File: src/rtl/prg_monitor_if.sv
`default_nettype none
// ============================================================================
// Module      : prg_monitor_if
// Description : Host byte link and programmer memory port bundle for
//               prg_monitor. The master modport is the monitor side, the
//               slave modport is the UART/memory side.
// Revision    : 1.0 - initial release
// ============================================================================
interface prg_monitor_if;
    logic [7:0] rx_data;
    logic       rx_valid;
    logic [7:0] tx_data;
    logic       tx_valid;
    logic       tx_ready;
    logic       prg_we;
    logic [7:0] prg_MA;
    logic [7:0] prg_WD;
    logic [7:0] prg_RD;
    logic       busy;
    logic       rx_drop;

    modport master (
        input  rx_data, rx_valid, tx_ready, prg_RD,
        output tx_data, tx_valid, prg_we, prg_MA, prg_WD, busy, rx_drop
    );

    modport slave (
        output rx_data, rx_valid, tx_ready, prg_RD,
        input  tx_data, tx_valid, prg_we, prg_MA, prg_WD, busy, rx_drop
    );
endinterface
`default_nettype wire

File: src/rtl/prg_monitor.sv
`default_nettype none
// ============================================================================
// Module      : prg_monitor
// Description : Byte-command engine driving the CDECv programmer memory port.
//               Commands: 'W' addr data (write, ACK), 'R' addr (read),
//               'D' addr cnt (burst dump, cnt=0 -> 256, address wraps).
//               Unknown opcodes answer NAK.
//               Optional inter-byte timeout: define PRG_MONITOR_TIMEOUT_EN.
// Revision    : 1.0 - initial release
// ============================================================================
module prg_monitor #(
    parameter int RD_LATENCY     = 1,
    parameter int TIMEOUT_CYCLES = 1000000
) (
    input  wire logic        clock,
    input  wire logic        reset,
    prg_monitor_if.master    bus
);

    localparam logic [7:0] c_OP_WRITE = 8'h57;
    localparam logic [7:0] c_OP_READ  = 8'h52;
    localparam logic [7:0] c_OP_DUMP  = 8'h44;
    localparam logic [7:0] c_OP_NONE  = 8'h00;
    localparam logic [7:0] c_ACK      = 8'h06;
    localparam logic [7:0] c_NAK      = 8'h15;
    localparam logic [1:0] c_WAIT_LAST = 2'(RD_LATENCY);

    // Elaboration-time guard on the configuration range
    if (RD_LATENCY < 1 || RD_LATENCY > 3 || TIMEOUT_CYCLES < 1) begin : g_param_check
        $error("prg_monitor: RD_LATENCY must be 1..3 and TIMEOUT_CYCLES >= 1");
    end

    typedef enum logic [2:0] {
        S_IDLE     = 3'd0,
        S_GET_ADDR = 3'd1,
        S_GET_DATA = 3'd2,
        S_GET_CNT  = 3'd3,
        S_WRITE    = 3'd4,
        S_RD_WAIT  = 3'd5,
        S_SEND     = 3'd6
    } state_t;

    state_t     r_state;
    logic [7:0] r_opcode;
    logic [8:0] r_count;
    logic [1:0] r_wait;
    logic [7:0] r_tx_data;
    logic       r_tx_valid;
    logic       r_prg_we;
    logic [7:0] r_prg_ma;
    logic [7:0] r_prg_wd;
    logic       r_busy;
    logic       r_rx_drop;
    logic       w_timeout;

`ifdef PRG_MONITOR_TIMEOUT_EN
    localparam logic [31:0] c_TIMEOUT_LAST = 32'(TIMEOUT_CYCLES - 1);

    logic [31:0] r_timer;
    logic        w_arg_state;

    assign w_arg_state = (r_state == S_GET_ADDR) || (r_state == S_GET_DATA) ||
                         (r_state == S_GET_CNT);
    assign w_timeout   = w_arg_state && (r_timer == c_TIMEOUT_LAST);

    // Cycles since the last accepted byte while waiting for a command argument
    always_ff @(posedge clock or negedge reset) begin
        if (!reset) begin
            r_timer <= '0;
        end else if (w_arg_state && !bus.rx_valid && !w_timeout) begin
            r_timer <= r_timer + 32'd1;
        end else begin
            r_timer <= '0;
        end
    end
`else
    assign w_timeout = 1'b0;
`endif

    // Command FSM; every output is a register updated here
    always_ff @(posedge clock or negedge reset) begin
        if (!reset) begin
            r_state    <= S_IDLE;
            r_opcode   <= '0;
            r_count    <= '0;
            r_wait     <= '0;
            r_tx_data  <= '0;
            r_tx_valid <= 1'b0;
            r_prg_we   <= 1'b0;
            r_prg_ma   <= '0;
            r_prg_wd   <= '0;
            r_busy     <= 1'b0;
            r_rx_drop  <= 1'b0;
        end else begin
            r_prg_we  <= 1'b0;
            // Bytes arriving while the FSM is busy internally are lost
            r_rx_drop <= bus.rx_valid && ((r_state == S_WRITE) ||
                         (r_state == S_RD_WAIT) || (r_state == S_SEND));
            case (r_state)
                S_IDLE: begin
                    if (bus.rx_valid) begin
                        r_opcode <= bus.rx_data;
                        r_busy   <= 1'b1;
                        if (bus.rx_data == c_OP_WRITE || bus.rx_data == c_OP_READ ||
                            bus.rx_data == c_OP_DUMP) begin
                            r_state <= S_GET_ADDR;
                        end else begin
                            r_tx_data  <= c_NAK;
                            r_tx_valid <= 1'b1;
                            r_state    <= S_SEND;
                        end
                    end
                end
                S_GET_ADDR, S_GET_DATA, S_GET_CNT: begin
                    if (bus.rx_valid) begin
                        r_wait <= '0;
                        if (r_state == S_GET_ADDR) begin
                            r_prg_ma <= bus.rx_data;
                            if (r_opcode == c_OP_WRITE)     r_state <= S_GET_DATA;
                            else if (r_opcode == c_OP_DUMP) r_state <= S_GET_CNT;
                            else                            r_state <= S_RD_WAIT;
                        end else if (r_state == S_GET_DATA) begin
                            r_prg_wd <= bus.rx_data;
                            r_prg_we <= 1'b1;
                            r_state  <= S_WRITE;
                        end else begin
                            r_count <= (bus.rx_data == 8'd0) ? 9'd256 : {1'b0, bus.rx_data};
                            r_state <= S_RD_WAIT;
                        end
                    end else if (w_timeout) begin
                        // Abandoned command: answer NAK and make SEND return to IDLE
                        r_opcode   <= c_OP_NONE;
                        r_tx_data  <= c_NAK;
                        r_tx_valid <= 1'b1;
                        r_state    <= S_SEND;
                    end
                end
                S_WRITE: begin
                    r_tx_data  <= c_ACK;
                    r_tx_valid <= 1'b1;
                    r_state    <= S_SEND;
                end
                S_RD_WAIT: begin
                    if (r_wait == c_WAIT_LAST) begin
                        r_tx_data  <= bus.prg_RD;
                        r_tx_valid <= 1'b1;
                        r_state    <= S_SEND;
                    end else begin
                        r_wait <= r_wait + 2'd1;
                    end
                end
                S_SEND: begin
                    if (r_tx_valid && bus.tx_ready) begin
                        r_tx_valid <= 1'b0;
                        if (r_opcode == c_OP_DUMP && r_count > 9'd1) begin
                            r_count  <= r_count - 9'd1;
                            r_prg_ma <= r_prg_ma + 8'd1;
                            r_wait   <= '0;
                            r_state  <= S_RD_WAIT;
                        end else begin
                            r_busy  <= 1'b0;
                            r_state <= S_IDLE;
                        end
                    end
                end
                default: begin
                    r_tx_valid <= 1'b0;
                    r_busy     <= 1'b0;
                    r_state    <= S_IDLE;
                end
            endcase
        end
    end

    assign bus.tx_data  = r_tx_data;
    assign bus.tx_valid = r_tx_valid;
    assign bus.prg_we   = r_prg_we;
    assign bus.prg_MA   = r_prg_ma;
    assign bus.prg_WD   = r_prg_wd;
    assign bus.busy     = r_busy;
    assign bus.rx_drop  = r_rx_drop;

endmodule
`default_nettype wire

File: src/flat_wrapper.sv
// flat-port wrapper written by rule: the top's interface ports become plain ports
module prg_monitor_flat 
#(
    parameter int RD_LATENCY     = 1,
    parameter int TIMEOUT_CYCLES = 1000000
)
  (clock, reset, bus_rx_data, bus_rx_valid, bus_tx_ready, bus_prg_RD, bus_tx_data, bus_tx_valid, bus_prg_we, bus_prg_MA, bus_prg_WD, bus_busy, bus_rx_drop);
  prg_monitor_if bus_i ();
  input  wire logic clock;
  input  wire logic reset;
  input wire logic [$bits(bus_i.rx_data)-1:0] bus_rx_data;
  input wire logic [$bits(bus_i.rx_valid)-1:0] bus_rx_valid;
  input wire logic [$bits(bus_i.tx_ready)-1:0] bus_tx_ready;
  input wire logic [$bits(bus_i.prg_RD)-1:0] bus_prg_RD;
  output wire logic [$bits(bus_i.tx_data)-1:0] bus_tx_data;
  output wire logic [$bits(bus_i.tx_valid)-1:0] bus_tx_valid;
  output wire logic [$bits(bus_i.prg_we)-1:0] bus_prg_we;
  output wire logic [$bits(bus_i.prg_MA)-1:0] bus_prg_MA;
  output wire logic [$bits(bus_i.prg_WD)-1:0] bus_prg_WD;
  output wire logic [$bits(bus_i.busy)-1:0] bus_busy;
  output wire logic [$bits(bus_i.rx_drop)-1:0] bus_rx_drop;
  assign bus_i.rx_data = bus_rx_data;
  assign bus_i.rx_valid = bus_rx_valid;
  assign bus_i.tx_ready = bus_tx_ready;
  assign bus_i.prg_RD = bus_prg_RD;
  assign bus_tx_data = bus_i.tx_data;
  assign bus_tx_valid = bus_i.tx_valid;
  assign bus_prg_we = bus_i.prg_we;
  assign bus_prg_MA = bus_i.prg_MA;
  assign bus_prg_WD = bus_i.prg_WD;
  assign bus_busy = bus_i.busy;
  assign bus_rx_drop = bus_i.rx_drop;
  prg_monitor #(.RD_LATENCY(RD_LATENCY), .TIMEOUT_CYCLES(TIMEOUT_CYCLES)) u_core (.clock(clock), .reset(reset), .bus(bus_i));
endmodule
File: config.mk
export PLATFORM = sky130hd
export DESIGN_NAME = prg_monitor_flat
export DESIGN_NICKNAME = d
export VERILOG_FILES = /design/src/rtl/prg_monitor_if.sv /design/src/rtl/prg_monitor.sv /design/src/flat_wrapper.sv
export SDC_FILE = /design/constraint.sdc
export NUM_CORES = 1
export LEC_CHECK = 0
export ABC_AREA = 1
export CORE_AREA = 8 8 97 99
export DETAILED_ROUTE_END_ITERATION = 8
export DIE_AREA = 0 0 105 107
export PLACE_DENSITY = 0.67
export SKIP_CTS_REPAIR_TIMING = 1
export SYNTH_ARGS = -nofsm -noshare
export SYNTH_HDL_FRONTEND = slang
export SYNTH_SLANG_ARGS = --single-unit
File: constraint.sdc
create_clock -name clock -period 3.4 [get_ports clock]
set_clock_uncertainty 0.15 [all_clocks]
set_input_delay 0.68 -clock clock [delete_from_list [all_inputs] [get_ports clock]]
set_output_delay 0.68 -clock clock [all_outputs]
set_load 0.01 [all_outputs]
; Yosys cells after proc, flatten, opt, wreduce, memory -nomap -nowiden
; Index checks and enable logic that the tools add are counted.
[word_totals]
regBits = 50
in_bits = 20
out_inout_bits = 28
elab_cells = 109
[classes]
add_sub_neg = 3
n_lt_le_gt_ge = 1
eq_ne = 23
muxes = 45
n_bitwise = 3
n_reduce_logical = 23
[op_table]
columns = op, count
row1 = $mux W8, 7
row2 = $mux W9, 6
row3 = $eq A8 B7 Y1 const B, 5
row4 = $mux W3, 9
row5 = $pmux W8 S3, 1
row6 = $ne A2 B2 Y1 const B, 10
row7 = $pmux W9 S2, 1
row8 = $pmux W8 S2, 1
row9 = $reduce_and A4 Y1, 4
row10 = $pmux W3 S5, 1
row11 = $reduce_and A5 Y1, 3
row12 = $mux W1, 12
row13 = $eq A3 B3 Y1 const B, 3
row14 = $gt A9 B1 Y1 const B, 1
row15 = $sub A9 B1 Y9 const B, 1
row16 = $add A8 B1 Y8 const B, 1
row17 = $logic_not A8 Y1, 1
row18 = $mux W2, 4
row19 = $eq A3 B2 Y1 const B, 2
row20 = $pmux W2 S3, 1
row21 = $reduce_and A6 Y1, 1
row22 = $reduce_bool A3 Y1, 2
row23 = $pmux W1 S5, 1
row24 = $reduce_or A5 Y1, 1
row25 = 12 further kinds, 19

; Logic depth before layout (Yosys ltp)
; Gate-level depths: netlist (run 1).
[depth]
word_depth = 6
depth_mapped = 11
mapped_depth_nobuf = 10

; Least setup slack after synthesis (run 1)
; No wires, ideal clock.
[synth_timing]
path_type = in2reg
startpoint = in bus_rx_data[0]
endpoint = reg u_core.r_tx_data[0], in the netlist u_core.bus.tx_data[0]
setup_time_ns = 0.117
arrival_time_ns = 1.481
required_time_ns = 3.133
slack_ns = 1.651
path_stages = 9
path_buffers = 1
path_cell_list = inv_1 nand2_1 nor2_1 nand3_1 nand2_1 nand2_1 buf_2 nand4_1 nand2_1
[synth_via]
elab_chain_cells = 5
word_cells_on_any_way = 7
cone_classes = eq/ne (4) / reduce/logical (3)
[synth_rtl]
columns = element, line
row1 = from (decl), flat_wrapper.sv:11  ; input wire logic [$bits(bus_i.rx_data)-1:0] bus_rx_data;
row2 = $eq A8 B7 Y1, prg_monitor.sv:104  ; if (bus.rx_data == c_OP_WRITE || bus.rx_data == c_OP_READ ||
row3 = $logic_or A1 B1 Y1, prg_monitor.sv:104
row4 = $logic_or A1 B1 Y1 (*), prg_monitor.sv:104
row5 = $ne A2 B2 Y1 (no source line) (*), -
row6 = $reduce_and A4 Y1 (no source line) (*), -
row7 = to (signal assigned), prg_monitor.sv:108  ; r_tx_data <= c_NAK;
row8 = to (signal assigned), prg_monitor.sv:133  ; r_tx_data <= c_NAK;
row9 = to (signal assigned), prg_monitor.sv:139  ; r_tx_data <= c_ACK;
row10 = to (decl), prg_monitor.sv:47  ; logic [7:0] r_tx_data;
; Every way passes the cells marked *; elsewhere a longest branch is shown, timed or not.
; A chain may end at the register's enable or synchronous reset.

; Final worst setup path (run 1)
[layout_timing]
startpoint = in bus_rx_data[4]
endpoint = reg u_core.r_tx_data[3], in the netlist u_core.bus.tx_data[3]
; Same word-level chain as after synthesis.

==> results.yml, run 1 <==
synth:
  synth-seq-area-share_pct: 40.7
  ys_async_sr_fraction_pct: 100
  synth_edf_count: 0
  netlist_instances: 432
  synth_compound_area_share_pct: 6.23
  synth_seq_cells: 50
  synth_top_family_by_area: "simple AND/OR/NAND/NOR gates"
  synth_area_per_cell_um2: 7.11
  muxShareOfSynthArea_pct: 0
  yosys_warnings: 0
  synth_area_um2: 3070
  yosysTopAreaCellShare_pct: 40.7
  synthSimpleGateAreaFrac_pct: 42.8
  synth.most_common_cell: "nand2_1"
  ys_top_cells_by_count: "174 x nand2_1, 50 x dfrtp_1, 42 x inv_1, 39 x nor2_1, 31 x nand4_1"
  synth_area_leaders: "dfrtp_1 41%, nand2_1 21%, nand4_1 6.3%, inv_1 5.1%, nor2_1 4.8%"
  synth_fp_nets: 456
  yosys.area_share.adder_pct: 1.63
  yosysUniqueCellTypes: 26
  synth_area_leader_cell: "dfrtp_1"
  synthXorXnorAreaFrac_pct: 0.285
  synthFlopType: "dfrtp_1"
critical_path:
  r2r-start: "u_core.r_state[2]"
  cp_max_fo: 11
  cp_num_buf_inv: 2
  cp.required_ps: 3500
  cp-end-kind: "flop"
  ff2ff_setup_slack_ps: 1200
  r2r-end: "u_core.r_count[8]"
  critPathCapture: "u_core.bus.tx_data[3]"
  startpoint: "bus_rx_data[4]"
  worstRegToRegCells: 7
  slowest_stage: "clkdlybuf4s50_1"
  cp_common_cell: "nand2_1"
  arrival_ps: 2350
  worstSetupStartpointType: "input port"
  crit_chain: "clkdlybuf4s50_1, inv_1, nand2_1, nor2_1, nand3_1, nand2_1, nand2_1, nand3_4, nand2_1, nand2_1"
  cp.depth: 10
  critPathKind: "input port to flop"
  slowest_delay_ps: 480
  cp_top_family: "simple AND/OR/NAND/NOR gates"
route:
  drt_iter0_markers: 125
  routedWlPerCell_um: 13.3
  wirelength_um: 7750
  detail_route.vias_per_cell: 4.98
  drc: 0
  ant_nets: 0
  num_vias: 2906
  drt_pre_antenna_iters: 4
layout:
  final_util_pct: 47.0
  final_nets: 502
  area_growth_pct: 21.2
  drive_above_1_share_pct: 9.39
  diodes: 0
  fin_cells: 584
  fill_cells: 807
cts:
  ctsRootBufferMaster: "clkbuf_8"
  htree_levels: 2
  path_clk_slew_ps: 100
  clock-sinks: 50
  numCtsBuffers: 5
  cts.path.max_buffers: 2
  clk_latency_ps: 310
  cts_tree: "done"
timing:
  tns_ps: 0
  min_period_over_period_pct: 66.1
  rsz0062_at_grt: "no"
  setup_slack_ps: 1150
  hold_viol: 0
  tightest_slew_ps: 881
  setup_viol: 0
  fmax_ghz: 0.445
  slew-limit-headroom_pct: 41.2
  slew_viol_final: 0
  min_period_ps: 2250
global_route:
  grt_pass1_vias: 2782
  grt_pass1_wl_um: 13400
  grt_use_total_pct: 14.2
  grt_max_degree: 40
  grt_overflow: 0
  antenna_found_initial: 0
status:
  outcome: "complete, no violations"
job:
  maxCapViolCount: 0
floorplanning:
  placeableCoreArea_um2: 7930
  die_h_um: 107
  initial_core_util_pct: 38.7
  rows: 33
  die_w_um: 105
  dieArea_um2: 11200
  ios: 48
power_and_ir_drop:
  powerDensity_nw_per_um2: 886
  power.total_mw: 3.30
  ir_worst_vdd_mv: 0.346
  p_leak_nw: 1.88
place:
  io_buffers: 47
  globalplace.congestion: 0.920
  dp_slack_ps: 839
  place_hpwl_um: 5810
  dp.cells: 576
hold_path:
  min_path_type: "input port to async pin"
==> power breakdown <==
group	total [mW]	switching [mW]	internal, mW
registers	1.08	0.244	0.841
clock network	0.437	0.216	0.221
logic	1.78	1.09	0.691
==> worst reg2reg max path, cell delays in order, from the launching register on <==
cell,delay [ps]
dfrtp_1,570
nand3_4,260
nand2_1,440
nand2_2,160
nor2_8,210
nand3_4,160
nand2_1,100
nand2_1,60
==> layer usage <==
| layer | track usage (%) | part of all wire [%] | vias to the layer above | routed length, um |
|---|---|---|---|---|
| met5 | 0 | 0 | - | 0 |
| met1 | 18.5 | 46 | 1351 | 3560 |
| li1 | - | - | 1472 | - |
| met3 | 2.76 | 5.5 | 10 | 429 |
| met4 | 4.28 | 1.6 | 0 | 122 |
| met2 | 23.4 | 47 | 73 | 3640 |
==> through the flow <==
stage / cell area [um^2] / hold slack, ps
after floorplan: 3070 / 234
after global placement: 3610 / 314
after detailed placement: 3610 / 317
after CTS: 3720 / 341
after global routing: 3720 / 362
final: 3720 / 328
==> flip-flops by register name, indices dropped and copies added (netlist names) <==
name,count
u_core.bus.busy,1
u_core.bus.prg_MA,8
u_core.bus.prg_we,1
u_core.r_count,9
u_core.bus.tx_valid,1
u_core.r_wait,2
u_core.bus.tx_data,8
u_core.r_state,3
u_core.r_opcode,8
u_core.bus.prg_WD,8
u_core.bus.rx_drop,1
==> cells in the final DEF (no fill, tap or decap), types with 2 or more instances in the layout <==
master           netlist  layout
clkdlybuf4s50_1        0      46
or2_2                  2       2
dfrtp_1               50      50
nor2_4                 2       2
nand4_1               31      31
o21ai_1                2       2
nand2_2                3       3
ha_1                   4       4
o21ai_2                9       9
nand3_4                4       4
buf_4                  4       2
nor2_2                 5       5
o21ai_0               18      18
inv_1                 42      42
nand3_1               25      25
inv_2                  5       5
clkbuf_8               0       5
nor2_1                39      39
nand2_1              174     174
==> cell families after synthesis <==
logic type,after synthesis
and+or+nand+nor,288
buffers and inverters,58
DFF,50
AOI/OAI and AO/OA,31
adders and majority gates,4
xor gates and xnor gates,1
==> layout make-up <==
class | count | area [um^2] | share of cell area (%)
clock inverter | 3 | 43.8 | 1.18
multi-input combinational | 324 | 1570 | 42.0
sequential | 50 | 1250 | 33.6
tap | 105 | 131 | 3.53
clock buffer | 5 | 68.8 | 1.85
inverter | 48 | 183 | 4.91
timing repair buffer | 49 | 480 | 12.9
==> how the worst min path moves through the flow <==
stage	startpoint	to	slack [ps]	cells after the start
final	reset	u_core.bus.prg_WD[1]	330	1
after global placement	u_core.bus.tx_data[7]	u_core.bus.tx_data[7]	310	2
after detailed placement	u_core.bus.tx_data[4]	u_core.bus.tx_data[4]	320	2
after floorplan	reset	u_core.bus.busy	230	0
after CTS	u_core.bus.tx_data[2]	u_core.bus.tx_data[2]	340	2
after global routing	u_core.bus.tx_data[4]	u_core.bus.tx_data[4]	360	2
(Power assumes the default switching activity.)
==> run 2: changes to the inputs <==
PLACE_DENSITY = 0.7   (was 0.67)
clock period = 1.9 ns   (was 3.4 ns; I/O delays follow)
==> run 2 against run 1 <==
Clock-buffer cell count up 1. Via count up 3.8%. Critical path type is now flop to output pin. Core utilization up 3.2 points. Combinational power up 96%.
==> results.yml, run 2 (synthesized netlist as in run 1, its figures left out) <==
critical_path:
  critPathKind: "flop to output pin"
  slowest_delay_ps: 580
  arrival_ps: 1310
  cp_num_buf_inv: 1
  worstSetupStartpointType: "flop"
  cp_top_family: "buffers and inverters"
  cp_max_fo: 5
  startpoint: "u_core.bus.prg_MA[1]"
  cp-end-kind: "output pin"
  r2r-start: "u_core.r_state[0]"
  cp.required_ps: 1370
  slowest_stage: "clkdlybuf4s50_1"
  crit_chain: "clkdlybuf4s50_1"
power_and_ir_drop:
  ir_worst_vdd_mv: 0.601
  clkPwrFrac_pct: 12.5
  p_int_mw: 3.33
  switching_share_pct: 46.2
  p_switching_mw: 2.86
  p_leak_nw: 2.00
  powerDensity_nw_per_um2: 1560
  p_seq_share_pct: 31.0
  combPwrFrac_pct: 56.5
layout:
  final_util_pct: 50.1
  area_growth_pct: 29.4
  largest-register: "u_core.r_count"
  final_nets: 528
  fill_cells: 793
  largest_register_ffs: 9
  diodes: 0
  fin_area_um2: 3980
  drive_above_1_share_pct: 14.5
  most-common-layout-cells: "173 x nand2_1, 47 x dfrtp_1, 46 x clkdlybuf4s50_1, 42 x inv_1, 39 x nor2_1"
  mostFrequentLayoutCell: "nand2_1"
route:
  drt_iter0_markers: 125
  ant_nets: 0
  routedWlPerCell_um: 13.5
  drc: 0
  detail_route.vias_per_cell: 4.94
  wirelength_um: 8240
  num_vias: 3015
  drt_pre_antenna_iters: 5
job:
  maxCapViolCount: 0
hold_path:
  worstHoldStart: "u_core.bus.tx_data[4]"
  min_path_type: "flop to flop"
timing:
  setup_viol: 0
  timing.hold.ws_ps: 336
  slew-limit-headroom_pct: 78.6
  fmax_ghz: 0.543
  min_period_ps: 1840
  hold_viol: 0
  setup_slack_ps: 57.8
  slew_viol_final: 0
  min_period_over_period_pct: 97.0
  tns_ps: 0
  tightest_slew_ps: 321
floorplanning:
  dieArea_um2: 11200
  die_w_um: 105
  initial_core_util_pct: 38.7
  placeableCoreArea_um2: 7930
  die_h_um: 107
  rows: 33
  ios: 48
cts:
  htree_levels: 2
  cts_tree: "done"
  path_clk_slew_ps: 100
  ctsRootBufferMaster: "clkbuf_8"
  numCtsBuffers: 5
  cts.path.max_buffers: 2
  clock-sinks: 50
  clk_latency_ps: 310
place:
  place_hpwl_um: 6160
  io_buffers: 47
  globalplace.congestion: 0.861
  place_area_um2: 3820
  dp_slack_ps: -157
global_route:
  grt_pass1_wl_um: 14000
  grt_pass1_vias: 2968
  grt_overflow: 0
  antenna_found_initial: 0
  grt_max_degree: 51
  grt_use_total_pct: 14.9
status:
  outcome: "complete, no violations"
==> run 2: cell types whose count changed in the layout (fill, tap and decap cells not counted), moves of 2 or more <==
cell | before | now
buf_4 | 2 | 24
dfrtp_2 | 0 | 3
buf_12 | 0 | 2
dfrtp_1 | 50 | 47
==> run 2: stage by stage <==
| stage | power (mW) | std cells |
|---|---|---|
| 5_1_grt | 6.74 | 610 |
| 3_5_place_dp | 5.37 | 600 |
| 4_1_cts | 6.15 | 608 |
| 3_3_place_gp | 5.26 | 600 |
| 6_report | 6.19 | 610 |
| 2_1_floorplan | 4.15 | 432 |
==> run 2: path summary, 6_finish.rpt <==
check	slack, ps	cells after the start	endpoint
min in group asynchronous	430	3	u_core.bus.prg_WD[3]
worst max register to register	140	9	u_core.r_count[0]
worst max-delay path	60	1	bus_prg_MA[1]
worst min-delay path	340	2	u_core.bus.tx_data[4]
worst min register to register	340	2	u_core.bus.tx_data[4]
max in group asynchronous	910	3	u_core.bus.prg_MA[3]
==> run 2: routing by layer <==
layer  GRT usage (%)  part of all wire [%]  vias up  wire length [um]
met5               0                     0        -                 0
met4            5.50                   1.8        0               147
met3            3.00                   5.1       10               424
met2            25.7                    49       64              4020
met1            18.0                    44     1417              3640
li1                -                     -     1524                 -
==> run 2: layout make-up <==
| class | instances | area (um^2) | area share [%] |
|---|---|---|---|
| clock inverters | 2 | 37.5 | 0.944 |
| multi-input cells | 325 | 1600 | 40.1 |
| well taps | 105 | 131 | 3.31 |
| clock buffers | 6 | 72.6 | 1.83 |
| inverters | 48 | 188 | 4.72 |
| flip-flops and latches | 50 | 1250 | 31.6 |
| repair buffers | 74 | 696 | 17.5 |
==> run 2: power by group through the flow <==
stage | clock [mW] | combinational [mW] | sequential [mW]
2_1_floorplan | 0 | 2.21 | 1.94
3_3_place_gp | 0 | 3.36 | 1.91
3_5_place_dp | 0 | 3.44 | 1.92
4_1_cts | 0.781 | 3.46 | 1.91
5_1_grt | 0.822 | 3.94 | 1.98
6_report | 0.775 | 3.49 | 1.92
